<file path="config.mk">
export PLATFORM = sky130hd
export DESIGN_NAME = seq_clause_evaluator
export DESIGN_NICKNAME = d
export VERILOG_FILES = /design/src/rtl/clause_eval_pkg.sv /design/src/rtl/clause_chunk_eval.sv /design/src/rtl/seq_clause_evaluator.sv
export SDC_FILE = /design/constraint.sdc
export NUM_CORES = 1
export LEC_CHECK = 0
export ABC_AREA = 1
export CAP_MARGIN = 40
export CORE_ASPECT_RATIO = 1.2
export CORE_MARGIN = 5
export CORE_UTILIZATION = 45
export CTS_CLUSTER_SIZE = 25
export DETAILED_ROUTE_END_ITERATION = 7
export PLACE_DENSITY = 0.76
export SYNTH_ARGS = -nofsm -noshare
export SYNTH_HDL_FRONTEND = slang
export SYNTH_SLANG_ARGS = --single-unit
</file>
<file path="constraint.sdc">
create_clock -name clock -period 3.9 [get_ports clock]
set_input_delay 0.78 -clock clock [delete_from_list [all_inputs] [get_ports clock]]
set_output_delay 0.78 -clock clock [all_outputs]
set_load 0.005 [all_outputs]
</file>
<file path="src/rtl/clause_eval_pkg.sv">
// Shared types and helpers for the sequential clause evaluator.
package clause_eval_pkg;

  typedef enum logic [1:0] {CS_OPEN, CS_SAT, CS_UNIT, CS_CONFLICT} clause_status_t;

  typedef enum logic [1:0] {ST_IDLE, ST_SCAN, ST_DONE} eval_state_t;

  function automatic int unsigned n_chunks(input int unsigned vpc, input int unsigned sw);
    return (vpc + sw - 1) / sw;
  endfunction

  // Status priority: satisfied beats everything, then no free literal, then exactly one.
  function automatic clause_status_t resolve_status(input logic sat, input logic [1:0] ucnt);
    if (sat) return CS_SAT;
    if (ucnt == 2'd0) return CS_CONFLICT;
    if (ucnt == 2'd1) return CS_UNIT;
    return CS_OPEN;
  endfunction

endpackage

</file>
<file path="src/rtl/clause_chunk_eval.sv">
// Combinational evaluation of one chunk of SUB_WIDTH literal lanes:
// satisfied flag, saturating unassigned count and lowest unassigned lane.
module clause_chunk_eval #(
  parameter int unsigned SUB_WIDTH = 5,
  parameter int unsigned LANE_BITS = 3
) (
  input  logic [SUB_WIDTH-1:0] i_mask,
  input  logic [SUB_WIDTH-1:0] i_unassign,
  input  logic [SUB_WIDTH-1:0] i_pole,
  input  logic [SUB_WIDTH-1:0] i_val,
  output logic                 o_chunk_sat_c,
  output logic [1:0]           o_ucnt_c,
  output logic [LANE_BITS-1:0] o_fidx_c,
  output logic                 o_fpole_c
);

  logic w_found;

  always_comb begin
    o_chunk_sat_c = 1'b0;
    o_ucnt_c      = 2'd0;
    o_fidx_c      = '0;
    o_fpole_c     = 1'b0;
    w_found       = 1'b0;
    for (int i = 0; i < int'(SUB_WIDTH); i++) begin
      if (i_mask[i] && !i_unassign[i] && (i_val[i] ^ i_pole[i])) begin
        o_chunk_sat_c = 1'b1;
      end
      if (i_mask[i] && i_unassign[i]) begin
        if (!w_found) begin
          o_fidx_c  = LANE_BITS'(i);
          o_fpole_c = i_pole[i];
          w_found   = 1'b1;
        end
        if (o_ucnt_c != 2'd2) begin
          o_ucnt_c = o_ucnt_c + 2'd1;
        end
      end
    end
  end

endmodule

</file>
<file path="src/rtl/seq_clause_evaluator.sv">
// Multi-cycle clause evaluator scanning SUB_WIDTH literals per cycle.
// Optional early exit on a satisfied chunk: define SEQ_CLAUSE_EARLY_EXIT_EN.
`ifndef VAR_PER_CLAUSE
`define VAR_PER_CLAUSE 10
`endif
`ifndef MAX_VARS_BITS
`define MAX_VARS_BITS 8
`endif

module seq_clause_evaluator
  import clause_eval_pkg::*;
#(
  parameter int unsigned VAR_PER_CLAUSE = `VAR_PER_CLAUSE,
  parameter int unsigned SUB_WIDTH      = 5,
  parameter int unsigned VAR_BITS       = `MAX_VARS_BITS
) (
  input  logic                               clock,
  input  logic                               reset_n,
  input  logic                               in_valid,
  output logic                               in_ready,
  input  logic [VAR_PER_CLAUSE-1:0]          unassign,
  input  logic [VAR_PER_CLAUSE-1:0]          clause_mask,
  input  logic [VAR_PER_CLAUSE-1:0]          clause_pole,
  input  logic [VAR_PER_CLAUSE-1:0]          val,
  input  logic [VAR_PER_CLAUSE*VAR_BITS-1:0] variable,
  output logic                               out_valid,
  input  logic                               out_ready,
  output clause_status_t                     status,
  output logic [VAR_BITS-1:0]                implied_variable,
  output logic                               new_val
);

  localparam int unsigned N_CH = n_chunks(VAR_PER_CLAUSE, SUB_WIDTH);
  localparam int unsigned PAD  = N_CH * SUB_WIDTH;
  localparam int unsigned CW   = (N_CH > 1) ? $clog2(N_CH) : 1;
  localparam int unsigned LW   = (SUB_WIDTH > 1) ? $clog2(SUB_WIDTH) : 1;
  localparam int unsigned FW   = (VAR_PER_CLAUSE > 1) ? $clog2(VAR_PER_CLAUSE) : 1;

  eval_state_t                        r_state, w_state_nxt;
  logic [CW-1:0]                      r_chunk;
  logic [PAD-1:0]                     r_unassign, r_mask, r_pole, r_val;
  logic [VAR_PER_CLAUSE*VAR_BITS-1:0] r_variable;
  logic                               r_sat, r_fpole;
  logic [1:0]                         r_ucnt;
  logic [FW-1:0]                      r_fidx;

  logic [SUB_WIDTH-1:0] w_c_mask, w_c_unassign, w_c_pole, w_c_val;
  logic [FW-1:0]        w_c_base;
  logic                 w_c_sat, w_c_lpole;
  logic [1:0]           w_c_ucnt;
  logic [LW-1:0]        w_c_lidx;

  logic                 w_accept, w_last, w_exit, w_load_result;
  logic                 w_sat_m, w_fpole_m;
  logic [2:0]           w_usum;
  logic [1:0]           w_ucnt_m;
  logic [FW-1:0]        w_fidx_m;
  logic [VAR_BITS-1:0]  w_ivar_m;
  clause_status_t       w_status_m;
  logic                 w_in_ready_nxt, w_out_valid_nxt;

  assign w_accept = in_valid && in_ready;
  assign w_last   = (r_chunk == CW'(N_CH - 1));
`ifdef SEQ_CLAUSE_EARLY_EXIT_EN
  assign w_exit   = w_last || w_c_sat;
`else
  assign w_exit   = w_last;
`endif

  // Chunk-select mux; padding lanes past the clause carry a zero mask.
  always_comb begin
    w_c_mask     = '0;
    w_c_unassign = '0;
    w_c_pole     = '0;
    w_c_val      = '0;
    w_c_base     = '0;
    for (int c = 0; c < int'(N_CH); c++) begin
      if (r_chunk == CW'(c)) begin
        w_c_mask     = r_mask[c*SUB_WIDTH +: SUB_WIDTH];
        w_c_unassign = r_unassign[c*SUB_WIDTH +: SUB_WIDTH];
        w_c_pole     = r_pole[c*SUB_WIDTH +: SUB_WIDTH];
        w_c_val      = r_val[c*SUB_WIDTH +: SUB_WIDTH];
        w_c_base     = FW'(c * SUB_WIDTH);
      end
    end
  end

  clause_chunk_eval #(
    .SUB_WIDTH (SUB_WIDTH),
    .LANE_BITS (LW)
  ) u_chunk (
    .i_mask        (w_c_mask),
    .i_unassign    (w_c_unassign),
    .i_pole        (w_c_pole),
    .i_val         (w_c_val),
    .o_chunk_sat_c (w_c_sat),
    .o_ucnt_c      (w_c_ucnt),
    .o_fidx_c      (w_c_lidx),
    .o_fpole_c     (w_c_lpole)
  );

  // Merge the current chunk into the running accumulators.
  always_comb begin
    w_usum    = 3'(r_ucnt) + 3'(w_c_ucnt);
    w_sat_m   = r_sat | w_c_sat;
    w_ucnt_m  = (w_usum >= 3'd2) ? 2'd2 : w_usum[1:0];
    w_fidx_m  = r_fidx;
    w_fpole_m = r_fpole;
    if ((r_ucnt == 2'd0) && (w_c_ucnt != 2'd0)) begin
      w_fidx_m  = w_c_base + FW'(w_c_lidx);
      w_fpole_m = w_c_lpole;
    end
    w_status_m = resolve_status(w_sat_m, w_ucnt_m);
    w_ivar_m   = '0;
    for (int i = 0; i < int'(VAR_PER_CLAUSE); i++) begin
      if (w_fidx_m == FW'(i)) begin
        w_ivar_m = r_variable[i*VAR_BITS +: VAR_BITS];
      end
    end
  end

  always_ff @(posedge clock) begin
    if (!reset_n) begin
      r_state <= ST_IDLE;
    end else begin
      r_state <= w_state_nxt;
    end
  end

  always_comb begin
    w_state_nxt = r_state;
    case (r_state)
      ST_IDLE: if (w_accept)  w_state_nxt = ST_SCAN;
      ST_SCAN: if (w_exit)    w_state_nxt = ST_DONE;
      ST_DONE: if (out_ready) w_state_nxt = ST_IDLE;
      default: w_state_nxt = ST_IDLE;
    endcase
  end

  always_comb begin
    w_in_ready_nxt  = (w_state_nxt == ST_IDLE);
    w_out_valid_nxt = (w_state_nxt == ST_DONE);
    w_load_result   = (r_state == ST_SCAN) && (w_state_nxt == ST_DONE);
  end

  // Result registers change only on SCAN->DONE, so DONE outputs stay stable.
  always_ff @(posedge clock) begin
    if (!reset_n) begin
      in_ready         <= 1'b1;
      out_valid        <= 1'b0;
      status           <= CS_OPEN;
      implied_variable <= '0;
      new_val          <= 1'b0;
    end else begin
      in_ready  <= w_in_ready_nxt;
      out_valid <= w_out_valid_nxt;
      if (w_load_result) begin
        status           <= w_status_m;
        implied_variable <= (w_status_m == CS_UNIT) ? w_ivar_m : '0;
        new_val          <= (w_status_m == CS_UNIT) ? ~w_fpole_m : 1'b0;
      end
    end
  end

  always_ff @(posedge clock) begin
    if (!reset_n) begin
      r_chunk    <= '0;
      r_unassign <= '0;
      r_mask     <= '0;
      r_pole     <= '0;
      r_val      <= '0;
      r_variable <= '0;
      r_sat      <= 1'b0;
      r_ucnt     <= 2'd0;
      r_fidx     <= '0;
      r_fpole    <= 1'b0;
    end else if (w_accept) begin
      r_chunk    <= '0;
      r_unassign <= PAD'(unassign);
      r_mask     <= PAD'(clause_mask);
      r_pole     <= PAD'(clause_pole);
      r_val      <= PAD'(val);
      r_variable <= variable;
      r_sat      <= 1'b0;
      r_ucnt     <= 2'd0;
      r_fidx     <= '0;
      r_fpole    <= 1'b0;
    end else if (r_state == ST_SCAN) begin
      r_chunk <= r_chunk + CW'(1);
      r_sat   <= w_sat_m;
      r_ucnt  <= w_ucnt_m;
      r_fidx  <= w_fidx_m;
      r_fpole <= w_fpole_m;
    end
  end

endmodule

</file>
==> results of run 1 <==
-- flip-flops by register name, summed over array words and instances (netlist names), 2 cells and up --
name              count
r_mask               10
r_ucnt                2
r_fidx                4
r_variable           80
status                2
r_state               2
r_val                10
r_unassign           10
implied_variable      8
r_pole               10
-- per-stage QoR --
stage,TNS [ns],utilization
floorplan,0,-
global placement,0,0.5657
detailed placement,-0.1773,0.5657
CTS,0,0.6113
global route,-0.1778,0.6232
finish,0,0.6232
-- logic make-up (layout without fill, tap and decap cells) --
logic type,count (synthesis),count (layout),share of synthesized area
AOI/OAI and AO/OA,205,205,0.1628
buffers and inverters,115,255,0.07172
DFF,144,144,0.4337
adders and majority gates,11,11,0.02184
muxes,12,12,0.01807
xor gates and xnor gates,1,1,0.001318
and+or+nand+nor,445,445,0.2905
-- synth_stat cells, types with 2 or more instances --
cell / instances / share of area
a21oi_1: 49 / 0.037
a21oi_2: 5 / 0.0066
and2_1: 3 / 0.0028
buf_4: 2 / 0.0023
buf_6: 5 / 0.0085
clkbuf_1: 41 / 0.023
dfxtp_1: 144 / 0.43
ha_1: 10 / 0.019
inv_1: 61 / 0.034
inv_2: 5 / 0.0028
mux2i_1: 12 / 0.018
nand2_1: 119 / 0.067
nand2_2: 13 / 0.012
nand2_4: 8 / 0.014
nand3_1: 38 / 0.029
nand3b_1: 3 / 0.0034
nand4_1: 8 / 0.0075
nor2_1: 238 / 0.13
nor2_4: 4 / 0.0068
nor3_1: 3 / 0.0023
o211ai_1: 5 / 0.0056
o21ai_0: 138 / 0.10
o21ai_2: 2 / 0.0026
o31ai_1: 2 / 0.0023
or2_1: 2 / 0.0019
or2_2: 3 / 0.0028
-- layer usage --
metal | GRT usage | vias to the layer above | part of all wire
met5 | 0 | - | 0
met4 | 0.09905 | 0 | 0.031
met3 | 0.03922 | 38 | 0.044
met2 | 0.3402 | 140 | 0.51
met1 | 0.2294 | 2834 | 0.42
li1 | - | 3285 | -
-- worst max-delay path, delay by kind of cell (launching register included) --
kind                     cells  cell delay, ns
flip-flops                   1            0.37
AND/OR/NAND/NOR             11            1.46
AO/OA/AOI/OAI                2            0.24
adder cells (fa/ha/maj)      5            1.30
buffers and inverters        3            0.16
multiplexers                 1            0.16
-- repair_timing --
action,in CTS,in global routing
endpoints found under the setup margin,7,9
pin swaps,5,22
buffers inserted,3,3
gates resized for setup,13,32
hold endpoints to repair,0,0
cloned,0,1
-- power by group through the flow --
stage | clock network, mW | registers [mW] | logic (mW)
3_3_place_gp | 0 | 1.70 | 0.810
6_report | 1.67 | 1.67 | 0.879
5_1_grt | 1.78 | 1.68 | 0.988
4_1_cts | 1.70 | 1.67 | 0.839
3_5_place_dp | 0 | 1.70 | 0.823
2_1_floorplan | 0 | 1.68 | 0.551
-- worst min path at each step --
stage / start / endpoint / slack (ns) / cells after the start
after detailed placement: r_variable[22] / r_variable[22] / 0.45 / 2
final: r_variable[34] / r_variable[34] / 0.46 / 2
after floorplan: r_variable[42] / r_variable[42] / 0.43 / 2
after global placement: r_variable[42] / r_variable[42] / 0.44 / 2
after CTS: r_variable[22] / r_variable[22] / 0.46 / 2
after global routing: r_variable[34] / r_variable[34] / 0.48 / 2
-- cell type report --
type | count | area, um2 | area share
Multi-Input combinational cell | 674 | 3433 | 0.3806
Clock inverter | 12 | 157.7 | 0.01748
Inverter | 66 | 252.7 | 0.02802
Tap cell | 200 | 250.2 | 0.02774
Clock buffer | 20 | 466.7 | 0.05174
Sequential cell | 144 | 2887 | 0.3200
Timing Repair Buffer | 157 | 1573 | 0.1744
==> metrics.md, run 1 <==
| Metric | Value |
|---|---|
| Outcome | `complete, no violations` |
| Post-layout minimum cycle time | `3.762 ns` |
| Pin count of the biggest net entering global routing | `92` |
| PnR worst setup slack | `0.1383 ns` |
| Worst Path Max Fanout | `8` |
| Register-to-register setup slack | `0.14 ns` |
| Post-Syn Instances | `933` |
| Initial antenna violation count | `0` |
| Clock Tree Buf Depth | `2` |
| Skew final | `0.007905 ns` |
| Mean Syn Cell Area | `7.124 um2` |
| Crit end category | `flop` |
| FFs w/ async S/R, synth | `0` |
| Total chip power | `4.221 mW` |
| CTS buffer count | `17` |
| Crit path kind | `flop to flop` |
| Max-Cap Viols | `0` |
| Internal | `3.031 mW` |
| Fill cells | `1317` |
| CP startpoint kind | `flop` |
| Crit. Startpoint | `r_chunk` |
| Most frequent cells in the layout | `nor2_1, dfxtp_1, clkdlybuf4s50_1, o21ai_0, nand2_1` |
| Syn Nets | `1068` |
| Max incr delay on CP | `0.47 ns` |
| Max IR drop VDD | `0.0002912 V` |
| P_leak | `3.797 nW` |
| Clock Latency Late Sink | `0.42 ns` |
| Routed len/inst | `13.30 um` |
| Yosys cell types | `36` |
| Max transition margin | `0.4643` |
| First-pass GRT wire length | `27.36 mm` |
| Clock power share | `0.396` |
| Commonest non-fill, non-tap cell in the layout | `nor2_1` |
| Number of synthesized flops with an enable pin | `0` |
| # rows | `48` |
| Detailed Routing Iterations Pass 1 | `5` |
| F_max | `0.2658 GHz` |
| CP cell instances | `mux2i_2 -> or2_4 -> ha_4 -> nand2_2 -> nand2_2 -> inv_2 -> ha_4 -> nand2_2 -> and2_4 -> ha_4 -> or2_1 -> nand2_2 -> inv_2 -> ha_4 -> fa_1 -> nor2_2 -> nand2_2 -> nor3_4 -> o21ai_1 -> inv_1 -> nand2_1 -> a21oi_2` |
| Worst hold slack | `0.4552 ns` |
| Fin cells | `1273` |
| Logic pwr share | `0.208` |
| Worst hold path type | `flop to flop` |
| CP endpoint | `implied_variable[1]` |
| Grt total ovfl | `0` |
| Mapped cell area | `6646 um2` |
| Worst path required time | `4.24 ns` |
| Hold buffer count at CTS | `0` |
| Yosys reg bits | `144` |
| Reg2reg path depth | `22` |
| Number of diodes | `0` |
| IO buf count | `136` |
| Total Die Area | `17310 um2` |
| CTS sink cnt | `144` |
| DP HPWL | `12.41 mm` |
| Fin area | `9020 um2` |
| Final Slew Violations | `0` |
| P_sw | `1.190 mW` |
| Vias in the first global route | `5954` |
| Clock transition at the registers of the reported paths | `0.06 ns` |
| CTS H-Tree Depth | `4` |
| Reg-to-Reg End | `implied_variable[1]` |
| R2r startpoint | `r_chunk` |
| Final setup fails | `0` |
| Sequential area share after synthesis | `0.4337` |
| DRC viols | `0` |
| Placed instance area | `8188 um2` |
| Vias | `6297` |
| Vias per Instance | `4.947` |
| Die X | `120.9 um` |
| Final hold violations | `0` |
| Clock root buffer | `clkbuf_16` |
| I/O pins | `137` |
| Synth Flop Type | `dfxtp_1` |
| Die span in y | `143.1 um` |
| Yosys warns | `0` |
| Fin crit share | `0.9645` |
| CP most frequent cell | `nand2_2` |
| 1st-iter DRT viols | `351` |
| Syn-to-layout area delta | `35.71%` |
| Nets | `1195` |
| Total GRT Usage | `0.1960` |
| Final wirelength | `16.93 mm` |
| Core area | `14470 um2` |
| Initial Utilization | `0.4592` |
| Global placer's final weighted congestion | `0.8980` |
| Slowest stage cell, crit path | `fa_1` |
| RSZ-0062 raised after global routing | `yes` |
| Dpl cells | `1234` |
| Flop pwr share | `0.395` |
| Switching share of power | `0.2820` |
| Power density over the cells | `468.0 nW/um2` |
| Layout cells sized above 1 | `0.1212` |
| TritonCTS clock tree | `yes` |
| Worst-margin pin slew | `0.8035 ns` |
| Pre-CTS setup slack | `-0.04275 ns` |
| Worst EP arrival | `4.11 ns` |
| DRT antenna net count | `0` |
Power figures use the tool's default switching activity.
==> inputs of run 2 (changes only) <==
SLEW_MARGIN = 10   (was default)
==> results of run 2 <==
Same layout as run 1: the final DEF is identical, and so are final timing and power.
